==> src/rtl/mem_dtlb_buffer.sv <==
// Fully associative data micro-TLB for the MEM stage: kseg0/kseg1 bypass, mapped lookup, refill from main TLB.
// Latency: lookup and outputs are combinational (0 cycles); a refill write is visible the cycle after refill_valid.
// Backpressure: stall is raised on a mapped miss and held while waiting for the main TLB answer, with no timeout.
module mem_dtlb_buffer #(
    parameter int ENTRIES = 4,
    parameter int ASID_W  = 8,
    parameter int PFN_W   = 20,
    localparam int HALF_W  = PFN_W + 5,
    localparam int ENTRY_W = 19 + ASID_W + 1 + 2 * HALF_W
) (
    input  logic               clk,
    input  logic               rst,
    input  logic               flush,
    input  logic               req_valid,
    input  logic [31:0]        req_vaddr,
    input  logic               req_is_store,
    input  logic [ASID_W-1:0]  cp0_asid,
    input  logic [2:0]         cp0_config_k0,
    output logic               refill_req,
    output logic [18:0]        refill_vpn2,
    input  logic               refill_valid,
    input  logic               refill_found,
    input  logic [ENTRY_W-1:0] refill_entry,
    output logic [31:0]        paddr,
    output logic               is_cached,
    output logic               hit,
    output logic               stall,
    output logic [2:0]         exc_type
);

    // Entry layout, MSB to LSB: VPN2, ASID, G, {PFN0,C0,D0,V0}, {PFN1,C1,D1,V1}.
    // Each half is {PFN, C[2:0], D, V}.
    localparam int IDX_W    = $clog2(ENTRIES);
    localparam int G_BIT    = 2 * HALF_W;
    localparam int ASID_LSB = G_BIT + 1;

    typedef enum logic {
        S_IDLE,
        S_WAIT
    } state_t;

    state_t              state;
    state_t              state_nxt;
    logic [ENTRIES-1:0]  e_vld;
    logic [ENTRY_W-1:0]  e_dat [ENTRIES];
    logic [IDX_W-1:0]    ptr;
    logic [IDX_W-1:0]    victim;
    logic                marker_vld;
    logic [18:0]         marker_vpn2;
    logic [ASID_W-1:0]   marker_asid;

    logic                match_any;
    logic [HALF_W-1:0]   sel_half;
    logic                unmapped;
    logic                marker_hit;
    logic                refill_wr;
    logic                miss_wr;

    // Associative match across all entries; the refill path never creates duplicates.
    always_comb begin
        match_any = 1'b0;
        sel_half  = '0;
        for (int i = 0; i < ENTRIES; i++) begin
            if (e_vld[i]
                && e_dat[i][ENTRY_W-1 -: 19] == req_vaddr[31:13]
                && (e_dat[i][G_BIT] || e_dat[i][ASID_LSB +: ASID_W] == cp0_asid)) begin
                match_any = 1'b1;
                sel_half  = req_vaddr[12] ? e_dat[i][HALF_W-1:0] : e_dat[i][2*HALF_W-1:HALF_W];
            end
        end
    end

    // Victim: lowest-index free slot, otherwise the round-robin pointer.
    always_comb begin
        victim = ptr;
        for (int i = ENTRIES - 1; i >= 0; i--) begin
            if (!e_vld[i]) begin
                victim = IDX_W'(i);
            end
        end
    end

    assign unmapped   = (req_vaddr[31:29] == 3'b100) || (req_vaddr[31:29] == 3'b101);
    assign marker_hit = marker_vld && marker_vpn2 == req_vaddr[31:13] && marker_asid == cp0_asid;
    assign refill_wr  = (state == S_WAIT) && refill_valid && refill_found && !flush;
    assign miss_wr    = (state == S_WAIT) && refill_valid && !refill_found && !flush;

    // Translation outputs and FSM next state; everything is quiet without a request.
    always_comb begin
        paddr       = '0;
        is_cached   = 1'b0;
        hit         = 1'b0;
        stall       = 1'b0;
        exc_type    = 3'd0;
        refill_req  = 1'b0;
        refill_vpn2 = '0;
        state_nxt   = state;

        if (req_valid) begin
            if (unmapped) begin
                paddr     = {3'b000, req_vaddr[28:0]};
                is_cached = (req_vaddr[31:29] == 3'b100) && (cp0_config_k0 == 3'b011);
                hit       = 1'b1;
            end else if (state == S_WAIT) begin
                stall       = 1'b1;
                refill_req  = 1'b1;
                refill_vpn2 = req_vaddr[31:13];
            end else if (match_any) begin
                paddr     = {sel_half[HALF_W-1:5], req_vaddr[11:0]};
                is_cached = (sel_half[4:2] == 3'b011);
                if (!sel_half[0]) begin
                    exc_type = req_is_store ? 3'd4 : 3'd2;
                end else if (req_is_store && !sel_half[1]) begin
                    exc_type = 3'd5;
                end else begin
                    hit = 1'b1;
                end
            end else if (marker_hit) begin
                exc_type = req_is_store ? 3'd3 : 3'd1;
            end else begin
                stall = 1'b1;
            end
        end

        case (state)
            S_IDLE: begin
                if (req_valid && !unmapped && !match_any && !marker_hit && !flush) begin
                    state_nxt = S_WAIT;
                end
            end
            S_WAIT: begin
                if (flush || refill_valid) begin
                    state_nxt = S_IDLE;
                end
            end
            default: state_nxt = S_IDLE;
        endcase
    end

    // Control state: FSM, valid bits, victim pointer and the refill-miss marker; flush wins over refill.
    always_ff @(posedge clk) begin
        if (rst) begin
            state       <= S_IDLE;
            e_vld       <= '0;
            ptr         <= '0;
            marker_vld  <= 1'b0;
            marker_vpn2 <= '0;
            marker_asid <= '0;
        end else begin
            state <= state_nxt;
            if (flush) begin
                e_vld      <= '0;
                marker_vld <= 1'b0;
            end else if (refill_wr) begin
                e_vld[victim] <= 1'b1;
                ptr           <= ptr + IDX_W'(1);
                marker_vld    <= 1'b0;
            end else if (miss_wr) begin
                marker_vld  <= 1'b1;
                marker_vpn2 <= req_vaddr[31:13];
                marker_asid <= cp0_asid;
            end else if (state == S_IDLE && req_valid && marker_vld && !marker_hit) begin
                marker_vld <= 1'b0;
            end
        end
    end

    // Entry payload; only meaningful where the matching valid bit is set.
    always_ff @(posedge clk) begin
        if (refill_wr) begin
            e_dat[victim] <= refill_entry;
        end
    end

endmodule

==> config.mk <==
export PLATFORM = sky130hd
export DESIGN_NAME = mem_dtlb_buffer
export DESIGN_NICKNAME = d
export VERILOG_FILES = /design/src/rtl/mem_dtlb_buffer.sv
export SDC_FILE = /design/constraint.sdc
export NUM_CORES = 1
export LEC_CHECK = 0
export CAP_MARGIN = 20
export CORE_ASPECT_RATIO = 1.75
export CORE_MARGIN = 2
export CORE_UTILIZATION = 63
export DETAILED_ROUTE_END_ITERATION = 16
export DONT_BUFFER_PORTS = 1
export PLACE_DENSITY = 0.75
export SLEW_MARGIN = 30
export SYNTH_ARGS = -nofsm -noshare
export SYNTH_HDL_FRONTEND = slang
export SYNTH_SLANG_ARGS = --single-unit
export TNS_END_PERCENT = 100
==> constraint.sdc <==
create_clock -name clk -period 7.9 [get_ports clk]
set_input_delay 1.185 -clock clk [delete_from_list [all_inputs] [get_ports clk]]
set_output_delay 1.185 -clock clk [all_outputs]
set_load 0.01 [all_outputs]
After elaboration in Yosys (flattened, before gate mapping). Memories as Yosys holds them, arrays and structs flattened. Cells that the tools add are included. W data, S select, Z words.

Input bits: 128. Bits in writable memories: 312. Memories: 1. Register bits after elaboration: 35. Output and inout port bits: 58. Logic and storage cells: 129.

Memories: e_dat (words 4, width 78, rd ports 4, clocked after memory_dff 0, write ports 1, line 45) `logic [ENTRY_W-1:0] e_dat [ENTRIES];`.

$add $sub $neg: 1. Mux-type cells: 59. Order comparisons: 2. Equal/unequal tests: 14. Bitwise operators: 4. Reductions and logical operators: 42.

Operator list (count): $mux W25 (8); $mux W32 (4); $eq A19 B19 Y1 (5); $mux W19 (3); $eq A8 B8 Y1 (5); $mux W1 (29); $logic_and A1 B1 Y1 (25); $mux W3 (7); $mux W2 (6); $eq A3 B2 Y1 const B (2); $eq A3 B3 Y1 const B (2); $logic_not A1 Y1 (6); $logic_or A1 B1 Y1 (6); $or A4 B4 Y4 (1); $lt A2 B3 Y1 const B (1); $not A1 Y1 (3); $reduce_and A3 Y1 (1); $reduce_or A3 Y1 (1); $add A2 B1 Y2 const B (1); $demux W1 S2 (1); $ge A2 B1 Y1 const B (1); $pmux W1 S2 (1); $reduce_and A2 Y1 (1); $reduce_bool A2 Y1 (1); $reduce_or A2 Y1 (1).

Depth between registers and ports, before layout. An unclocked memory read counts as a cell.

Depth in word-level cells: 16. Mapped depth: 10.

Worst setup path after synthesis. Ideal clock, no wire load.

Kind: input -> register. Start: input refill_valid. End: memory e_dat[2][0] (netlist bit) (enable). Path buffers: 0. Path slack: 2043 ps. Cell stages on the path: 4. Arrival time: 5340 ps. Setup time: 517 ps. Cell sequence: nand2_1 > nor3b_1 > o2111ai_1 > nor2_1.

Longest elaborated chain between the ends: 5.

RTL lines: start, declared (line 21) `input logic refill_valid,`; $logic_and A1 B1 Y1 (3 in series) (line 85) `assign refill_wr = (state == S_WAIT) && refill_valid && refill_found && !flush;`; $mux W1 (line 170) `if (refill_wr) begin`; $mux W1 (implied by the code) (line 171) `e_dat[victim] <= refill_entry;`; end, declared (line 45).

Every way passes these cells.

Final worst setup path.
Start: input req_vaddr[14]. End: output paddr[17].

Longest elaborated chain between the ends: 11. Elaborated cells on any way between the ends: 24.

RTL lines: start, declared (line 15) `input logic [31:0] req_vaddr,`; $eq A19 B19 Y1 (line 65) `&& e_dat[i][ENTRY_W-1 -: 19] == req_vaddr[31:13]`; $logic_and A1 B1 Y1 (line 65); $logic_and A1 B1 Y1 (line 66) `&& (e_dat[i][G_BIT] || e_dat[i][ASID_LSB +: ASID_W] == cp0_asid)) begin`; $mux W25 / $mux W1 (equally long branches) (4 in series) (line 64) `if (e_vld[i]`; $mux W32 (*) (line 108) `end else if (match_any) begin`; $mux W32 (*) (line 104) `end else if (state == S_WAIT) begin`; $mux W32 (*) (line 100) `if (unmapped) begin`; $mux W32 (*) (line 99) `if (req_valid) begin`; end, declared (line 24) `output logic [31:0] paddr,`.

Mark *: on every way between the ends. The rest lies on a longest branch, timed or not.

==> impl_metrics.env <==
export IMPL_initial_core_util_pct=63.97
export IMPL_placed_cell_area_um2=14730
export IMPL_layout_area_overhead_vs_synth_pct=8.944
export IMPL_rr_startpoint="state$_SDFF_PP0_"
export IMPL_wl_per_cell_um=25.75
export IMPL_r2r_slack_ns=4.19
export IMPL_vias=8209
export IMPL_fin_crit_ns=5.396
export IMPL_drv_slew=0
export IMPL_synth_top_family_by_area="simple AND/OR/NAND/NOR gates"
export IMPL_yosys_register_bits=347
export IMPL_cts_tree="done"
export IMPL_status="finished, final reports clean"
export IMPL_multi_input_area_um2=4195
export IMPL_synth_compound_area_share_pct=5.452
export IMPL_crit_end="paddr[17]"
export IMPL_worstSetupEndpointType="primary output"
export IMPL_grt_busiest_layer="met2"
export IMPL_fillers=1498
export IMPL_fin_crit_sh_pct=68.30
export IMPL_fp_dieW_um=118.9
export IMPL_critPathSlowestCell="nor4_4"
export IMPL_cts_root_buf="clkbuf_16"
export IMPL_min_delay_path_class="reg -> reg"
export IMPL_postSynthAreaPerCell_um2=14.45
export IMPL_layout_common_cells="edfxtp_1 (312), xor2_1 (85), nand2_1 (71)"
export IMPL_drc=0
export IMPL_crit_fanout=18
export IMPL_grt_max_degree=100
export IMPL_synth_fp_nets=1135
export IMPL_synth_flop_cell="edfxtp_1"
export IMPL_synth_cell_types=53
export IMPL_htreeDepth=1
export IMPL_synthMuxAreaShare_pct=6.252
export IMPL_gr_usage_met3_pct=5.846
export IMPL_synth_xor_area_share_pct=8.247
export IMPL_yosys_area_share_simple_pct=8.600
export IMPL_crit_path_start="req_vaddr[14]"
export IMPL_drt_total_wl_mm=33.74
export IMPL_ir_drop_v=0.0002855
export IMPL_use_met2_pct=50.39
export IMPL_synth_edf_count=312
export IMPL_hold_viol_final=0
export IMPL_cp_required_ns=6.71
export IMPL_io_buffers=0
export IMPL_final_area_um2=15850
export IMPL_io_pins=186
export IMPL_rows=73
export IMPL_path_cells="xor2_1 > nor4_1 > nand3_1 > nor4_4 > nor4_1 > or3_1 > o21ai_0"
export IMPL_slew_headroom_pct=38.82
export IMPL_dieArea_um2=24370
export IMPL_power_density_nw_per_um2=233.1
export IMPL_grt_pass1_vias=8385
export IMPL_synth_adder_area_share_pct=0
export IMPL_setup_viol=0
export IMPL_post_cts_setup_buffer_count=0
export IMPL_synth_seq_area_share_pct=69.21
export IMPL_core_area_um2=22740
export IMPL_cts_resized=0
export IMPL_async_flop_share_pct=0
export IMPL_grt_met1_usage_pct=31.79
export IMPL_worstSetupStartpointType="input pin"
export IMPL_fin_nets=1114
export IMPL_rsz0062_at_grt="false"
export IMPL_crit_path_frequent_cell="nor4_1"
export IMPL_hpwl_mm=22.50
export IMPL_worst_path_largest_cell_delay_ns=0.83
export IMPL_synth_warnings=0
export IMPL_r2r_cells=5
export IMPL_crit_family="simple AND/OR/NAND/NOR gates"
export IMPL_cp_num_buf_inv=0
export IMPL_fin_setup_tns_ns=0
export IMPL_skew_ns=0.01646
export IMPL_insertion_delay_ns=0.57
export IMPL_antenna_found_initial=0
export IMPL_cts_hold_fix_buffers=0
export IMPL_drt_pass1_iter_count=5
export IMPL_clockBufferDepth=3
export IMPL_layout_drive_gt1_share_pct=11.49
export IMPL_p_leak_nw=5.142
export IMPL_die_y_um=205.0
export IMPL_layout_commonest_cell="edfxtp_1"
export IMPL_cap_violations=0
export IMPL_drt_iter0_markers=723
export IMPL_cts_num_sinks=347
export IMPL_seq_area_um2=10070
export IMPL_postRouteAntennaNets=0
export IMPL_netlist_instances=1007
export IMPL_synthesis_area_um2=14550
export IMPL_max_freq_mhz=185.3
export IMPL_path_class="in -> out"
export IMPL_worstMarginPinSlew_ns=0.9127
export IMPL_cp_depth=7
export IMPL_grt_pass1_wl_mm=49.76
export IMPL_grt_usage_pct=27.66
export IMPL_diodes=0
export IMPL_worstReg2RegEnd="e_dat[2][3]$_DFFE_PP_"
export IMPL_routed_via_density=6.266
export IMPL_clk_pin_slew_worst_paths_ns=0.07
export IMPL_cts_buffers=30
export IMPL_crit_arrival_ns=4.21
export IMPL_gr_total_overflow=0
export IMPL_place_congestion=0.8636
## per-layer routing
layer | vias up | wire length, um
li1 | 3685 | -
met5 | - | 0
met4 | 0 | 1215
met2 | 350 | 18040
met1 | 4106 | 11980
met3 | 68 | 2504
## power breakdown
group          internal (W)  switching, W   total, W  leakage, nW
logic             0.0000408     0.0000372  0.0000780         1.52
registers           0.00200    0.00000169    0.00200         3.09
clock network      0.000953      0.000661    0.00161        0.531
## worst register-to-register path, delay by kind of cell (launching register included)
kind	cells	cell delay, ns
buffers and inverters	1	0.76
AO/OA/AOI/OAI	1	0.42
AND/OR/NAND/NOR	3	1.66
flip-flops	1	0.44
## how the worst min path moves through the flow
| stage | start | to | slack [ns] | depth (start not counted) |
|---|---|---|---|---|
| floorplan | marker_asid[2]$_SDFFE_PP0P_ | marker_asid[2]$_SDFFE_PP0P_ | 0.45 | 2 |
| global placement | marker_vpn2[4]$_SDFFE_PP0P_ | marker_vpn2[4]$_SDFFE_PP0P_ | 0.45 | 2 |
| detailed placement | marker_vpn2[10]$_SDFFE_PP0P_ | marker_vpn2[10]$_SDFFE_PP0P_ | 0.45 | 2 |
| CTS | marker_vpn2[10]$_SDFFE_PP0P_ | marker_vpn2[10]$_SDFFE_PP0P_ | 0.46 | 2 |
| global route | marker_asid[6]$_SDFFE_PP0P_ | marker_asid[6]$_SDFFE_PP0P_ | 0.48 | 2 |
| finish | marker_vpn2[15]$_SDFFE_PP0P_ | marker_vpn2[15]$_SDFFE_PP0P_ | 0.46 | 2 |
## cells in the mapped netlist (all sizes together), types with 17 or more instances
cell type / number / area, um2
and2: 33 / 206.5
nor2: 33 / 123.9
o21ai: 39 / 195.2
mux2i: 47 / 470.5
nand4: 17 / 106.4
nand2: 71 / 266.5
nand3: 24 / 120.1
mux2: 39 / 439.2
edfxtp: 312 / 9369
nor4: 26 / 192.7
buf: 34 / 201.5
dfxtp: 35 / 700.7
clkbuf: 29 / 108.9
a21oi: 55 / 275.3
xor2: 85 / 744.5
xnor2: 52 / 455.4
## layout make-up
type                            instances  share of cell area [%]
Multi-Input combinational cell        593                   26.47
Tap cell                              300                   2.368
Timing Repair Buffer                   10                  0.4973
Sequential cell                       347                   63.53
Clock inverter                         24                   2.123
Inverter                                4                 0.09473
Clock buffer                           32                   4.918
## through the flow
step	utilization [%]	power, W	setup slack, ns	std cells	hold slack [ns]
after floorplan	-	0.002135	2.043	1007	0.4481
after global placement	64.76	0.002120	2.639	1254	0.4479
after detailed placement	64.79	0.002120	2.526	1254	0.4540
after CTS	69.69	0.003712	2.537	1310	0.4634
after global routing	69.69	0.003783	2.253	1310	0.4823
final	69.69	0.003694	2.504	1310	0.4632
## logic make-up after synthesis
family                 count (synthesis)
AO/OA/AOI/OAI                        134
XOR/XNOR                             137
buffers and inverters                 67
flip-flops                           347
multiplexers                          86
AND/OR/NAND/NOR                      236
## registers in the layout, summed over array words and instances (netlist names)
name         count
e_vld            4
marker_vld       1
ptr              2
marker_asid      8
e_dat          312
marker_vpn2     19
state            1
(Power assumes the default switching activity.)
